--- src/rtl/clk_div_multi.sv ---
// Multi-channel programmable clock divider: per-channel divided clock and period tick,
// runtime divisor updates taking effect at period boundaries, global phase restart.
module clk_div_multi #(
  parameter int unsigned NUM_CH      = 4,
  parameter int unsigned CNT_W       = 16,
  parameter int unsigned DEFAULT_DIV = 2,
  localparam int unsigned CH_W       = (NUM_CH > 1) ? $clog2(NUM_CH) : 1
) (
  input  logic              clk,
  input  logic              rst,
  input  logic              cfg_we,
  input  logic [CH_W-1:0]   cfg_ch,
  input  logic [CNT_W-1:0]  cfg_div,
  input  logic              sync_restart,
  output logic [NUM_CH-1:0] div_clk,
  output logic [NUM_CH-1:0] tick,
  output logic [NUM_CH-1:0] cfg_pending
);

  logic [NUM_CH-1:0][CNT_W-1:0] cnt_q, cnt_d;
  logic [NUM_CH-1:0][CNT_W-1:0] act_q, act_d;
  logic [NUM_CH-1:0][CNT_W-1:0] shd_q, shd_d;
  logic [NUM_CH-1:0]            pend_q, pend_d;
  logic [NUM_CH-1:0]            clk_q, clk_d;
  logic [NUM_CH-1:0]            tick_q, tick_d;
  // Low until the first edge after reset, which is treated as phase 0 of every channel.
  logic                         start_q, start_d;

  always_ff @(posedge clk or posedge rst) begin
    if (rst) begin
      start_q <= 1'b0;
      pend_q  <= '0;
      clk_q   <= '0;
      tick_q  <= '0;
      for (int i = 0; i < NUM_CH; i++) begin
        cnt_q[i] <= '0;
        act_q[i] <= CNT_W'(DEFAULT_DIV);
        shd_q[i] <= CNT_W'(DEFAULT_DIV);
      end
    end else begin
      start_q <= start_d;
      cnt_q   <= cnt_d;
      act_q   <= act_d;
      shd_q   <= shd_d;
      pend_q  <= pend_d;
      clk_q   <= clk_d;
      tick_q  <= tick_d;
    end
  end

  always_comb begin
    logic              wr;
    logic [CNT_W-1:0]  eff;
    start_d = 1'b1;
    cnt_d   = cnt_q;
    act_d   = act_q;
    shd_d   = shd_q;
    pend_d  = pend_q;
    clk_d   = '0;
    tick_d  = '0;
    for (int i = 0; i < NUM_CH; i++) begin
      // Out-of-range channel numbers match no channel and are dropped.
      wr  = cfg_we && (cfg_ch == CH_W'(i));
      eff = wr ? cfg_div : shd_q[i];
      if (sync_restart || !start_q || (act_q[i] < CNT_W'(2)) ||
          (cnt_q[i] == act_q[i] - CNT_W'(1))) begin
        // Phase 0 edge: restart, idle/every-cycle channel, or period wrap.
        act_d[i]  = eff;
        shd_d[i]  = eff;
        cnt_d[i]  = '0;
        pend_d[i] = 1'b0;
      end else begin
        cnt_d[i]  = cnt_q[i] + CNT_W'(1);
        shd_d[i]  = eff;
        pend_d[i] = pend_q[i] | wr;
      end

      // Outputs for the phase being entered on this edge.
      if (act_d[i] == CNT_W'(1)) begin
        tick_d[i] = 1'b1;
      end else if (act_d[i] != '0) begin
        clk_d[i]  = {1'b0, cnt_d[i]} < (({1'b0, act_d[i]} + (CNT_W+1)'(1)) >> 1);
        tick_d[i] = (cnt_d[i] == act_d[i] - CNT_W'(1));
      end
    end
  end

  assign div_clk     = clk_q;
  assign tick        = tick_q;
  assign cfg_pending = pend_q;

endmodule

--- config.mk ---
export PLATFORM = sky130hd
export DESIGN_NAME = clk_div_multi
export DESIGN_NICKNAME = d
export VERILOG_FILES = /design/src/rtl/clk_div_multi.sv
export SDC_FILE = /design/constraint.sdc
export NUM_CORES = 1
export LEC_CHECK = 0
export CAP_MARGIN = 25
export CELL_PAD_IN_SITES_DETAIL_PLACEMENT = 1
export CELL_PAD_IN_SITES_GLOBAL_PLACEMENT = 1
export CORE_ASPECT_RATIO = 1.2
export CORE_UTILIZATION = 53
export CTS_CLUSTER_SIZE = 25
export DETAILED_ROUTE_END_ITERATION = 10
export PLACE_DENSITY = 0.95
export SYNTH_ARGS = -nofsm -noshare
export SYNTH_HDL_FRONTEND = slang
export SYNTH_SLANG_ARGS = --single-unit
--- constraint.sdc ---
create_clock -name clk -period 10.9 [get_ports clk]
set_input_delay 1.635 -clock clk [delete_from_list [all_inputs] [get_ports clk]]
set_output_delay 1.635 -clock clk [all_outputs]
set_load 0.01 [all_outputs]
==> summary.txt, run 1 <==
Global route
  – Antenna violations before repair: 0
  – Largest net degree at the start of global routing: 137
  – First-pass GRT wire length: 96.6 mm
  – All-Layer GR Usage: 0.393
  – Grt total ovfl: 0
  – Vias in the first global route: 16,830

Clock network
  – CTS sink cnt: 205
  – CTS tree: yes
  – CTS max path bufs: 3
  – CTS buffer count: 24
  – Hold buffers post-CTS: 0
  – Root Buffer: clkbuf_16
  – H-tree Lvls: 1
  – CTS clk-pin slew, worst paths: 60 ps
  – Insertion delay to the later sink of the worst-skew pair: 580 ps
  – Setup Buffers After CTS: 0
  – Resized cells post-CTS: 0

Logic synthesis
  – Post-synth EDFFs: 0
  – Mapped Avg Cell Area: 8.71 um^2
  – Synth Area in XOR/XNOR: 0.151
  – Synth Flop Type: dfrtp_1
  – YS warnings: 0
  – Cells after synthesis: 1,887
  – Simple-gate area share of the yosys netlist: 0.216
  – Top area cells in the synthesized netlist: dfrtp_1, xnor2_1, ha_1
  – Adder-Cell Fraction of Synth Area: 0.0640
  – Post-synth top area share: 0.300
  – Syn nets: 1,993
  – Synth Area in Compound Gates: 0.109
  – Synth cell types: 88
  – Main combinational cell family by area after synthesis: simple AND/OR/NAND/NOR gates
  – Synth area leader: dfrtp_1
  – Register area share after synthesis: 0.313
  – Post-synthesis mux area share: 0.0943
  – FF+latch count, synth: 205
  – Synthesized area: 16,400 um^2
  – Asr flop ratio synth: 1.00

Worst setup path
  – Setup CP Type: reg2reg
  – Slowest CP cell: nor3b_1
  – Bufs and invs on worst path: 3
  – Worst Setup Start Kind: flop
  – Worst Reg2Reg Path Length in Cells: 25
  – R2r endpoint: div_clk[3]$_DFF_PP0_
  – Worst R2R Setup Slack: 3810 ps
  – Worst path arrival time: 7610 ps
  – Reg-to-reg startpoint: act_q[48]$_DFF_PP0_
  – Worst-path fanout max: 50
  – Req. time, crit path: 11,420 ps
  – Slowest stage delay, CP: 630 ps
  – CP endpoint kind: flop
  – Delay-heaviest family, CP: compound AO/OA/AOI/OAI gates

Placed design
  – Placer Congestion: 0.982
  – Port-buffer cells: 33
  – DP HPWL: 41.6 mm

Routing
  – Iter 0 DRT Violations: 1,526
  – WL per Instance: 27.3 um
  – Top layer reached by signal wires: met4
  – DRT Wirelength: 62.3 mm
  – DRT Pass-1 Iters: 6
  – Routed met1 length: 22.6 mm
  – Post-route ant nets: 0
  – Vias: 15,699
  – Routed wl met2: 30.4 mm
  – # DRC: 0
  – Routed vias/inst: 6.88
  – Met3 wire length: 4.55 mm

Worst hold path
  – Hold endpoint: cfg_pending[0]$_DFF_PP0_
  – Hold Crit Class: reg2reg
  – Hold Crit Start: cfg_pending[0]$_DFF_PP0_
  – Hold Path Cell Cnt: 2

Timing
  – Final Setup Violations: 0
  – Layout Skew: 18.4 ps
  – Final Hold Fails: 0
  – Fin crit share: 0.650
  – Max transition margin: 0.354
  – Fmax: 141 MHz
  – RSZ-0062 raised after global routing: false
  – Actual slew at the worst max-slew pin: 968 ps
  – Setup tns final: 0 ps
  – Slew Limit Fails: 0
  – Tmin final: 7090 ps

Floorplanning
  – Core outline area: 30,500 um^2
  – Die Ht: 195 um
  – Starting Density: 0.539
  – FP Rows: 70
  – Die Area: 31,700 um^2
  – Die W: 163 um
  – Ports: 34

Status
  – Status: finished, final reports clean

Pwr
  – Pwr Density: 162 nW/um^2
  – Peak VDD IR: 116 uV
  – LEAKAGE: 0.00781 uW

Cells and area
  – Register Area: 5140 um^2
  – Finished Core Util: 0.584
  – Filler cells: 3,528
  – Commonest non-fill, non-tap cell in the layout: dfrtp_1
  – ANT cells: 0
  – Area of the multi-input gates: 10,400 um^2
  – Area delta synth->final: 8.26%
  – Most frequent cells in the layout: dfrtp_1, nor2_1, xnor2_1, nand2_1, inv_1
  – Share of cells above drive strength 1: 0.0753
  – Final #Nets: 1,974

Run
  – Max Cap Viol: 0
logic make-up (layout without fill, tap and decap cells):
logic type                 after synthesis  in the layout
DFF                                    205            205
other                                    1              1
buffers and inverters                  206            204
muxes                                  146            146
xor gates and xnor gates               281            281
and+or+nand+nor                        692            692
AOI/OAI and AO/OA                      272            272
adders and majority gates               84             84
power breakdown:
part / switching (uW) / internal [uW]
Clock: 369 / 501
Combinational: 640 / 351
Sequential: 165 / 860
Total: 1170 / 1710
final cells by class:
cell class | count | area share
flip-flops and latches | 205 | 0.289
clock buffers | 38 | 0.0406
repair buffers | 45 | 0.0256
inverters | 116 | 0.0249
multi-input cells | 1476 | 0.587
clock inverters | 5 | 0.00485
well taps | 396 | 0.0278
through the flow:
step / hold WS [ps] / std cells / instance area (um^2) / power, uW / setup slack [ps]
floorplan: 468 / 1887 / 16400 / 1650 / 3680
global route: 575 / 2281 / 17800 / 2970 / 3760
CTS: 542 / 2278 / 17700 / 2830 / 4080
global placement: 501 / 2235 / 16900 / 1860 / 4710
detailed placement: 513 / 2235 / 16900 / 1930 / 4180
finish: 531 / 2281 / 17800 / 2890 / 3810
flip-flops by register name, summed over array words and instances (netlist names):
name	flops
act_q	64
div_clk	4
cfg_pending	4
tick	4
shd_q	64
cnt_q	64
start_q	1
synthesized netlist by cell type (58+ instances only):
| library cell | number |
|---|---|
| inv_1 | 116 |
| xnor2_1 | 168 |
| a21oi_1 | 63 |
| mux2i_1 | 94 |
| dfrtp_1 | 197 |
| nand3_1 | 80 |
| o21ai_0 | 64 |
| nor2_1 | 189 |
| nor3_1 | 58 |
| xor2_1 | 111 |
| ha_1 | 84 |
| nand2_1 | 129 |
metal layers:
layer,track usage,up-vias
met5,0,-
met4,0.282,0
met3,0.0894,366
met2,0.655,940
met1,0.440,7789
li1,-,6604
worst min-delay path, delay by kind of cell (launching register included):
| family | cells | cell delay, ps |
|---|---|---|
| and+or+nand+nor | 2 | 140 |
| DFF | 1 | 350 |
worst max path at each step:
stage	start	to	slack (ps)	cells past startpoint
final	act_q[48]$_DFF_PP0_	div_clk[3]$_DFF_PP0_	3810	25
after global routing	act_q[48]$_DFF_PP0_	div_clk[3]$_DFF_PP0_	3760	25
after CTS	act_q[48]$_DFF_PP0_	div_clk[3]$_DFF_PP0_	4080	25
after detailed placement	cfg_ch[1]	div_clk[3]$_DFF_PP0_	4180	19
after global placement	cfg_ch[1]	div_clk[3]$_DFF_PP0_	4710	19
after floorplan	rst	act_q[0]$_DFF_PP0_	3680	1
Note: power is estimated with default switching activity, not from simulation.
==> run 2, diff against run 1 <==
- CORE_UTILIZATION: 53 -> 50
- PLACE_DENSITY: 0.95 -> 0.92
- clock period: 10.9 -> 6.82 ns (I/O delays scaled with it)
==> summary.txt, run 2 (synthesis results as in run 1) <==
Run
  – Max Cap Viol: 0

Clock network
  – Resized cells post-CTS: 0
  – CTS buffer count: 24
  – H-tree Lvls: 1
  – CTS max path bufs: 3
  – Insertion delay to the later sink of the worst-skew pair: 590 ps
  – Root Buffer: clkbuf_16
  – CTS tree: yes
  – CTS clk-pin slew, worst paths: 70 ps
  – Setup Buffers After CTS: 0
  – Hold buffers post-CTS: 0
  – CTS sink cnt: 205

Worst hold path
  – Hold Crit Class: reg2reg
  – Hold Path Cell Cnt: 2

Placed design
  – DP HPWL: 41.6 mm
  – Placement Cell Area: 17,000 um^2
  – Port-buffer cells: 33
  – Placer Congestion: 0.966

Timing
  – Final Setup Violations: 0
  – Fin crit share: 0.872
  – Slew Limit Fails: 0
  – Layout Skew: 24.7 ps
  – Setup tns final: 0 ps
  – Actual slew at the worst max-slew pin: 915 ps
  – Final Hold Fails: 0
  – RSZ-0062 raised after global routing: false
  – Tmin final: 5950 ps
  – Max transition margin: 0.385
  – Fmax: 168 MHz

Floorplanning
  – Die Area: 33,600 um^2
  – Ports: 34
  – Core outline area: 32,300 um^2
  – FP Rows: 72
  – Die Ht: 201 um
  – Die W: 168 um
  – Starting Density: 0.510

Worst setup path
  – CP endpoint kind: flop
  – Worst Setup Start Kind: flop
  – Worst path arrival time: 6440 ps
  – Worst-path fanout max: 30
  – Req. time, crit path: 7310 ps
  – Setup CP Type: reg2reg
  – Worst Reg2Reg Path Length in Cells: 19

Global route
  – Vias in the first global route: 16,600
  – First-pass GRT wire length: 93.2 mm
  – Antenna violations before repair: 1
  – Grt total ovfl: 0
  – Largest net degree at the start of global routing: 107
  – All-Layer GR Usage: 0.353

Cells and area
  – Fin area: 17,800 um^2
  – Top flop regs: act_q x64, cnt_q x64, shd_q x64
  – Area delta synth->final: 8.06%
  – Share of cells above drive strength 1: 0.0762
  – ANT cells: 0
  – Commonest non-fill, non-tap cell in the layout: dfrtp_1
  – Most frequent cells in the layout: dfrtp_1, nor2_1, xnor2_1, nand2_1, inv_1
  – Final #Nets: 1,977

Routing
  – DRT Wirelength: 58.6 mm
  – Vias: 15,145
  – # DRC: 0
  – Iter 0 DRT Violations: 1,258
  – Post-route ant nets: 0
  – DRT Pass-1 Iters: 6
  – WL per Instance: 25.5 um
  – Routed vias/inst: 6.60

Pwr
  – LEAKAGE: 0.00779 uW
  – Total Power: 4490 uW
  – Peak VDD IR: 170 uV
  – Pwr Density: 253 nW/um^2

Status
  – Status: finished, final reports clean
## run 2: cell types whose count changed in the layout (fill, tap and decap cells not counted), moves of 2 or more
cell / change
buf_8: -2
buf_4: +5
clkinv_2: +3
clkbuf_1: +2
clkbuf_8: -4
## run 2: metrics by stage
| step | hold slack (ps) | worst slack (ps) | instances | utilization |
|---|---|---|---|---|
| 6_report | 517 | 871 | 2296 | 0.551 |
| 3_3_place_gp | 503 | 1090 | 2252 | 0.527 |
| 3_5_place_dp | 508 | 1090 | 2252 | 0.527 |
| 5_1_grt | 533 | 452 | 2296 | 0.551 |
| 4_1_cts | 522 | 976 | 2296 | 0.551 |
| 2_1_floorplan | 468 | 214 | 1887 | - |
## run 2: layer usage
metal	track usage	routed length, um
met1	0.412	22600
met2	0.592	28400
met3	0.0584	3260
met4	0.246	4310
met5	0	0
## run 2: path summary, 6_finish.rpt
| kind | end | slack, ps | start |
|---|---|---|---|
| setup / recovery | div_clk[2]$_DFF_PP0_ | 870 | act_q[35]$_DFF_PP0_ |
| hold / removal | cfg_pending[3]$_DFF_PP0_ | 520 | cfg_pending[3]$_DFF_PP0_ |
| min in group asynchronous | act_q[45]$_DFF_PP0_ | 1030 | rst |
| hold reg to reg | cfg_pending[3]$_DFF_PP0_ | 520 | cfg_pending[3]$_DFF_PP0_ |
| setup reg to reg | div_clk[2]$_DFF_PP0_ | 870 | act_q[35]$_DFF_PP0_ |
| max in group asynchronous | cnt_q[17]$_DFF_PP0_ | 4510 | rst |
## run 2: power breakdown
part,switching (uW),leakage (uW),internal [uW]
combinational,979,0.00487,557
sequential,253,0.00254,1370
clock,584,0.000374,744
total,1820,0.00779,2680
## run 2: layout make-up
type | count | area (um^2)
multi-input combinational | 1476 | 10400
clock buffer | 37 | 701
timing repair buffer | 48 | 455
clock inverter | 7 | 62.6
inverter | 116 | 443
tap | 407 | 509
sequential | 205 | 5140
fill | 3799 | 14500
## run 2: worst max-delay path: stages, from the launching register on
cell and delay, ps:
dfrtp_1 530, or4_1 680, nor3_2 480, nand2_1 140, xnor2_1 230, and4_1 290
a21o_2 590, o21ai_0 370, inv_1 220, ha_1 250, nand2_1 200, nor2_1 270
and3_1 250, xnor2_1 140, ha_1 270, a21o_1 190, a21o_1 180, a21oi_1 230
o221ai_1 170, a21oi_1 170
